`src/rtl/instr_fetch_sequencer.sv`:
```
// ============================================================================
// Module      : instr_fetch_sequencer
// Description : Owns the program counter and runs a req/ack fetch against a
//               variable-latency instruction memory. Holds the fetched word
//               stable for the single-cycle control decoder and computes the
//               next PC (sequential or branch) when the datapath commits.
//               A misaligned PC parks the block in a sticky FAULT state.
// Ports       : CLK/Reset_L              clock, async active-low reset
//               StartPC                  boot address (sampled in BOOT)
//               ImemReq/Addr/Ack/Data    instruction memory handshake
//               Instruction/Opcode       held word and its [31:21] opcode
//               InstrValid               held word valid for execution
//               Commit/Branch/Uncondbranch/Zero/BranchOffset
//                                        next-PC controls from the datapath
//               PC/Fault/RetireCount     status
// Revision    : 1.0 - initial release
// ============================================================================
`default_nettype none

module instr_fetch_sequencer #(
    parameter int ADDR_W  = 64,
    parameter int INSTR_W = 32,
    parameter int CNT_W   = 32
) (
    input  logic               CLK,
    input  logic               Reset_L,
    input  logic [ADDR_W-1:0]  StartPC,
    output logic               ImemReq,
    output logic [ADDR_W-1:0]  ImemAddr,
    input  logic               ImemAck,
    input  logic [INSTR_W-1:0] ImemData,
    output logic [INSTR_W-1:0] Instruction,
    output logic [10:0]        Opcode,
    output logic               InstrValid,
    input  logic               Commit,
    input  logic               Branch,
    input  logic               Uncondbranch,
    input  logic               Zero,
    input  logic [ADDR_W-1:0]  BranchOffset,
    output logic [ADDR_W-1:0]  PC,
    output logic               Fault,
    output logic [CNT_W-1:0]   RetireCount
);

    typedef enum logic [2:0] {
        S_BOOT  = 3'd0,
        S_FETCH = 3'd1,
        S_WAIT  = 3'd2,
        S_HOLD  = 3'd3,
        S_FAULT = 3'd4
    } state_t;

    state_t            state;
    state_t            state_nxt;
    logic              pc_misaligned;
    logic              branch_taken;
    logic [ADDR_W-1:0] branch_target;
    logic [ADDR_W-1:0] seq_target;
    logic [ADDR_W-1:0] pc_nxt;

    assign pc_misaligned = |PC[1:0];

    // Uncondbranch wins; Zero only matters for a conditional branch.
    assign branch_taken  = Uncondbranch | (Branch & Zero);
    // Word offset shifted left by two; the top two offset bits fall off.
    assign branch_target = PC + {BranchOffset[ADDR_W-3:0], 2'b00};
    assign seq_target    = PC + ADDR_W'(4);
    assign pc_nxt        = branch_taken ? branch_target : seq_target;

    // Combinational outputs: request decoded from state, address is the PC.
    assign ImemReq  = ((state == S_FETCH) && !pc_misaligned) || (state == S_WAIT);
    assign ImemAddr = PC;
    assign Opcode   = Instruction[31:21];

    // ------------------------------------------------------------------
    // Next-state logic
    // ------------------------------------------------------------------
    always_comb begin
        state_nxt = state;
        case (state)
            S_BOOT:  state_nxt = S_FETCH;
            S_FETCH: begin
                if (pc_misaligned)  state_nxt = S_FAULT;
                else if (ImemAck)   state_nxt = S_HOLD;
                else                state_nxt = S_WAIT;
            end
            S_WAIT:  if (ImemAck) state_nxt = S_HOLD;
            S_HOLD:  if (Commit)  state_nxt = S_FETCH;
            S_FAULT: state_nxt = S_FAULT;
            default: state_nxt = S_BOOT;
        endcase
    end

    // ------------------------------------------------------------------
    // State register
    // ------------------------------------------------------------------
    always_ff @(posedge CLK or negedge Reset_L) begin
        if (!Reset_L) state <= S_BOOT;
        else          state <= state_nxt;
    end

    // ------------------------------------------------------------------
    // Registered datapath / outputs
    // ------------------------------------------------------------------
    always_ff @(posedge CLK or negedge Reset_L) begin
        if (!Reset_L) begin
            PC          <= '0;
            Instruction <= '0;
            InstrValid  <= 1'b0;
            Fault       <= 1'b0;
            RetireCount <= '0;
        end else begin
            case (state)
                S_BOOT: PC <= StartPC;
                S_FETCH: begin
                    if (pc_misaligned) begin
                        Fault <= 1'b1;
                    end else if (ImemAck) begin
                        Instruction <= ImemData;
                        InstrValid  <= 1'b1;
                    end
                end
                S_WAIT: begin
                    if (ImemAck) begin
                        Instruction <= ImemData;
                        InstrValid  <= 1'b1;
                    end
                end
                S_HOLD: begin
                    if (Commit) begin
                        PC          <= pc_nxt;
                        RetireCount <= RetireCount + CNT_W'(1);
                        InstrValid  <= 1'b0;
                    end
                end
                default: ;
            endcase
        end
    end

endmodule

`default_nettype wire

```
`config.mk`:
```
export PLATFORM = sky130hd
export DESIGN_NAME = instr_fetch_sequencer
export DESIGN_NICKNAME = d
export VERILOG_FILES = /design/src/rtl/instr_fetch_sequencer.sv
export SDC_FILE = /design/constraint.sdc
export NUM_CORES = 1
export LEC_CHECK = 0
export CAP_MARGIN = 20
export CORE_UTILIZATION = 40
export CTS_CLUSTER_DIAMETER = 50
export DETAILED_ROUTE_END_ITERATION = 10
export MAX_ROUTING_LAYER = met4
export PLACE_DENSITY = 0.73
export SLEW_MARGIN = 10
export SYNTH_ARGS = -nofsm -noshare
export SYNTH_HDL_FRONTEND = slang
export SYNTH_SLANG_ARGS = --single-unit
export TNS_END_PERCENT = 30
```
`constraint.sdc`:
```
create_clock -name CLK -period 6.8 [get_ports CLK]
set_input_delay 1.7 -clock CLK [delete_from_list [all_inputs] [get_ports CLK]]
set_output_delay 1.7 -clock CLK [all_outputs]
set_load 0.03 [all_outputs]
```
# == Word level (Yosys, flattened, before mapping) ==
# Index checks and enable logic that the tools add are counted.
# classes
n_addsub,3
eq_ne,7
muxes,15
n_bitwise,2
reduce_logical,14
# op_table
cell,n
64-bit two-way mux,2
64-bit one-hot mux with 2 select lines,1
64-bit by 3-bit adder with 64-bit output (second input constant),1
64-bit adder,1
32-bit two-way mux,2
32-bit one-hot mux with 2 select lines,1
32-bit by 1-bit adder with 32-bit output (second input constant),1
3-bit one-hot mux with 5 select lines,1
2-bit AND reduction,5
3-bit two-way mux,3
3-bit by 2-bit == test with 1-bit output (second input constant),2
2-bit inequality test (second input constant),3
1-bit two-way mux,4
2-bit nonzero test,2
3-bit by 1-bit == test with 1-bit output (second input constant),1
3-bit == test (second input constant),1
3-bit zero test,1
1-bit one-hot mux with 3 select lines,1
3-bit AND reduction,1
3-bit nonzero test,1
2-bit OR reduction,1
1-bit AND,1
1-bit logical AND,1
1-bit zero test,1
other kinds (2),2
# word_totals
reg_bits,133
input_bits,167
output_inout_bits,206
wordCells,47

# == Logic depth before layout (Yosys ltp) ==
# logic_depth
word_depth,5
ltp_mapped,15
mapped_depth_nobuf,14

# == Worst setup path after synthesis ==
# No wires, ideal clock.
# synth_path
kind,in2reg
start,input port Branch
end,"register PC[62], in the netlist ImemAddr[62]"
setup_ps,124
t_arrival_ps,4849
slack_ps,1827
stages,15
path_buffers,1
path_cell_list,a21oi_1 -> clkbuf_1 -> or2_2 -> ha_1 -> fa_1 -> a21o_2 -> a311oi_1 -> o21a_2 -> o211ai_2 -> a41o_1 -> nor4_2 -> nor4_2 -> a221oi_1 -> xor2_1 -> a21oi_1
# synth_between
elab_chain_cells,5
# synth_lines
element,line,source
"start, declared",36,"input logic Branch,"
1-bit AND,64,assign branch_taken = Uncondbranch | (Branch & Zero);
1-bit bitwise OR,64,
64-bit two-way mux,68,assign pc_nxt = branch_taken ? branch_target : seq_target;
64-bit two-way mux,130,if (Commit) begin
64-bit one-hot mux with 2 select lines,113,case (state)
"end signal, assigned",114,S_BOOT: PC <= StartPC;
"end signal, assigned",131,PC <= pc_nxt;
"end, declared",40,"output logic [ADDR_W-1:0] PC,"
# No other way between the ends. The select of a mux whose other input is x is not followed.
# A chain may end at the register's enable or synchronous reset.

# == Worst setup path after layout ==
# layout_path
start,input port Branch
end,"register PC[61], in the netlist ImemAddr[61]"
# Same word-level chain as after synthesis.

==> metrics.md <==
| Metric | Value |
|---|---|
| Die Span Y | `163.9 um` |
| Drt wl/cell | `18.48 um` |
| Period minus WS final | `5.443 ns` |
| Crit-path slowest cell | `o31ai_2` |
| Leakage | `0.005981 uW` |
| Top Ports | `373` |
| Top_reg_cell synth | `dfrtp_1` |
| Die ar. | `0.02687 mm^2` |
| PortBufs | `370` |
| CP Launch Point | `Branch` |
| Total power | `7160 uW` |
| RSZ-0062 raised after global routing | `no` |
| DRC Markers | `0` |
| Htree depth | `4` |
| Ys async rst share | `1.000` |
| Register area share after synthesis | `0.3174` |
| Detailed Place HPWL | `26,600 um` |
| CP startpoint kind | `input port` |
| Warnings from Yosys | `0` |
| R2r endpoint | `ImemAddr[50]$_DFFE_PN0P_` |
| Fmax | `183.7 MHz` |
| Most common cell after layout, fill and taps aside | `clkdlybuf4s50_1` |
| Final Max Slew Viols | `0` |
| Crit path buf inv count | `3` |
| Post-synth EDFFs | `0` |
| Vias per cell | `5.404` |
| Clk sinks | `133` |
| R2R setup slack | `3.12 ns` |
| Relative slew margins | `0.4513` |
| Cell area power density | `499.4 mW/mm^2` |
| Setup Skew | `0.01818 ns` |
| Worst hold path depth | `1` |
| CP cell instances | `clkdlybuf4s50_1, a21oi_4, buf_4, nor2b_1, ha_1, and2_1, nand2_1, nor4_1, inv_1, o2111ai_1, a31oi_1, o31ai_2, a31oi_1, xor2_1, o22ai_1` |
| Antenna violations before repair | `0` |
| Post-route cell area | `0.01434 mm^2` |
| CTS tree | `built` |
| Most frequent cells in the layout | `369 x clkdlybuf4s50_1, 142 x a21oi_1, 133 x dfrtp_1` |
| R2R cell count | `12` |
| Max clock buf depth | `2` |
| Peak supply drop | `0.3064 mV` |
| Worst Setup End Kind | `flip-flop` |
| Total GRT Usage | `0.2606` |
| Post-cts resize count | `0` |
| Layout cells sized above 1 | `0.07063` |
| Root Buffer | `clkbuf_16` |
| Top cell by count, worst path | `a31oi_1` |
| Cells after synthesis | `1,239` |
| Vias in the first global route | `9,770` |
| DIE WIDTH | `163.9 um` |
| Nets | `1,732` |
| Status | `complete, no violations` |
| Layout Utilization | `0.5629` |
| Largest net degree at the start of global routing | `88` |
| Hold endpoint | `RetireCount[31]$_DFFE_PN0P_` |
| Hold WS | `0.4679 ns` |
| Post-Syn Area per Cell | `8.464 um^2` |
| Tcrit/Tclk final | `0.8005` |
| Rows | `58` |
| GPL Wtd Cong | `0.9444` |
| Synth Register Bits | `133` |
| Final setup fails | `0` |
| Starting Density | `0.4117` |
| Mapped Nets | `1,469` |
| Endpoints failing hold | `0` |
| CP Data Arrival Time | `5.78 ns` |
| Synth cell types | `76` |
| Skew-Pair Late Insertion Delay | `0.43 ns` |
| Crit Path Class | `input port to flip-flop` |
| Via count | `9,971` |
| Worst-path fanout max | `37` |
| CP max stage delay | `0.65 ns` |
| Min-Delay Startpoint | `RetireCount[31]$_DFFE_PN0P_` |
| Worst-path clk slew | `0.07 ns` |
| First DRT Iteration DRCs | `608` |
| Routed Antenna Nets | `0` |
| CP required | `7.14 ns` |
| Core area | `0.02547 mm^2` |
| CP top delay family | `compound AO/OA/AOI/OAI gates` |
| Num CTS Buffers | `17` |
| N_diodes | `0` |
| Cell Area, Placed | `0.01375 mm^2` |
| Syn Std Cell Area | `0.01049 mm^2` |
| Max-cap viol count | `0` |
| Pre-antenna DRT Iters | `5` |
| Total wire length | `34,090 um` |
| Synth-to-Final Area Change | `36.73%` |
| Worst Tran Pin Value | `0.8212 ns` |
| Origin of the critical flop-to-flop path | `ImemAddr[2]$_DFFE_PN0P_` |
| GRT Residual Overflow | `0` |
| First-pass GRT wire length | `52,450 um` |
| Hold Crit Class | `flip-flop to flip-flop` |
| Setup TNS | `0 ns` |
| Hold buffers post-CTS | `0` |
| Post-CTS setup buffers | `0` |
logic make-up (layout without fill, tap and decap cells):
kind of cell,count (synthesis),after routing,synth area share
simple gates,429,429,0.2011
compound gates,336,336,0.1950
buf+inv,152,428,0.09712
flops,133,133,0.3174
xor+xnor,90,90,0.07517
fa+ha+maj,63,63,0.07589
mux,36,36,0.03842
area by class of cell:
type	instances	area, um^2
well taps	330	412.9
inverters	15	56.30
repair buffers	381	3787
fillers	2284	11130
clock inverters	15	161.4
flip-flops and latches	133	3328
multi-input cells	954	6166
clock buffers	17	425.4
stage by stage:
stage / instances / setup WS, ns
2_1_floorplan: 1239 / 1.827
3_3_place_gp: 1813 / 1.045
3_5_place_dp: 1813 / 1.015
4_1_cts: 1845 / 1.461
5_1_grt: 1845 / 1.112
6_report: 1845 / 1.357
worst register-to-register path: stages (launching register included):
cell      delay (ns)
dfrtp_1         0.45
ha_1            0.26
fa_1            0.43
a21o_2          0.26
a311oi_1        0.37
o21a_2          0.26
o211ai_2        0.16
a31o_2          0.29
a41oi_1         0.35
o31ai_1         0.17
nand2_1         0.14
mux2i_1         0.31
a21oi_1         0.11
synthesized netlist by cell type (7+ instances only):
cell type    n  share of area
a21o_1      23          0.016
a21oi_1    144          0.069
a31oi_1     17          0.010
and2_1       8         0.0048
and3_1      19          0.011
buf_1        9         0.0032
buf_2       12         0.0057
buf_4       75          0.054
clkbuf_1    28          0.010
clkbuf_8     7         0.0092
dfrtp_1    133           0.32
ha_1        62          0.074
inv_1       15         0.0054
mux2_2      34          0.037
nand2_1    132          0.047
nand2b_1     7         0.0042
nand3_1     25          0.012
nand4_1     26          0.016
nor2_1      96          0.034
nor2b_1     66          0.039
nor3_1      18         0.0086
o21ai_0     64          0.031
o21ai_1     11         0.0052
o21bai_1    18          0.013
o22ai_1      8         0.0048
or3_1        7         0.0042
xnor2_1     52          0.043
xor2_1      38          0.032
worst max-delay path by stage:
stage | end | slack [ns] | cells past startpoint
after CTS | ImemAddr[61]$_DFFE_PN0P_ | 1.46 | 15
final | ImemAddr[61]$_DFFE_PN0P_ | 1.36 | 15
after floorplan | ImemAddr[62]$_DFFE_PN0P_ | 1.83 | 15
after global placement | ImemAddr[50]$_DFFE_PN0P_ | 1.05 | 14
after detailed placement | ImemAddr[61]$_DFFE_PN0P_ | 1.01 | 15
after global routing | ImemAddr[61]$_DFFE_PN0P_ | 1.11 | 15
sequential cells by signal, indices dropped and copies added, names as in the netlist:
name         flops
Fault            1
ImemAddr        64
InstrValid       1
Instruction     32
RetireCount     32
state            3
layer usage:
metal | wire (um) | track usage
met1 | 14750 | 0.3214
met2 | 16720 | 0.4457
met3 | 2145 | 0.03965
met4 | 477 | 0.06313
met5 | 0 | -
power breakdown:
part / leakage, uW / switching (uW) / internal (uW)
Sequential: 0.00163 / 347 / 1100
Combinational: 0.00407 / 2840 / 1920
Clock: 0.000284 / 426 / 522
Power figures use the tool's default switching activity.
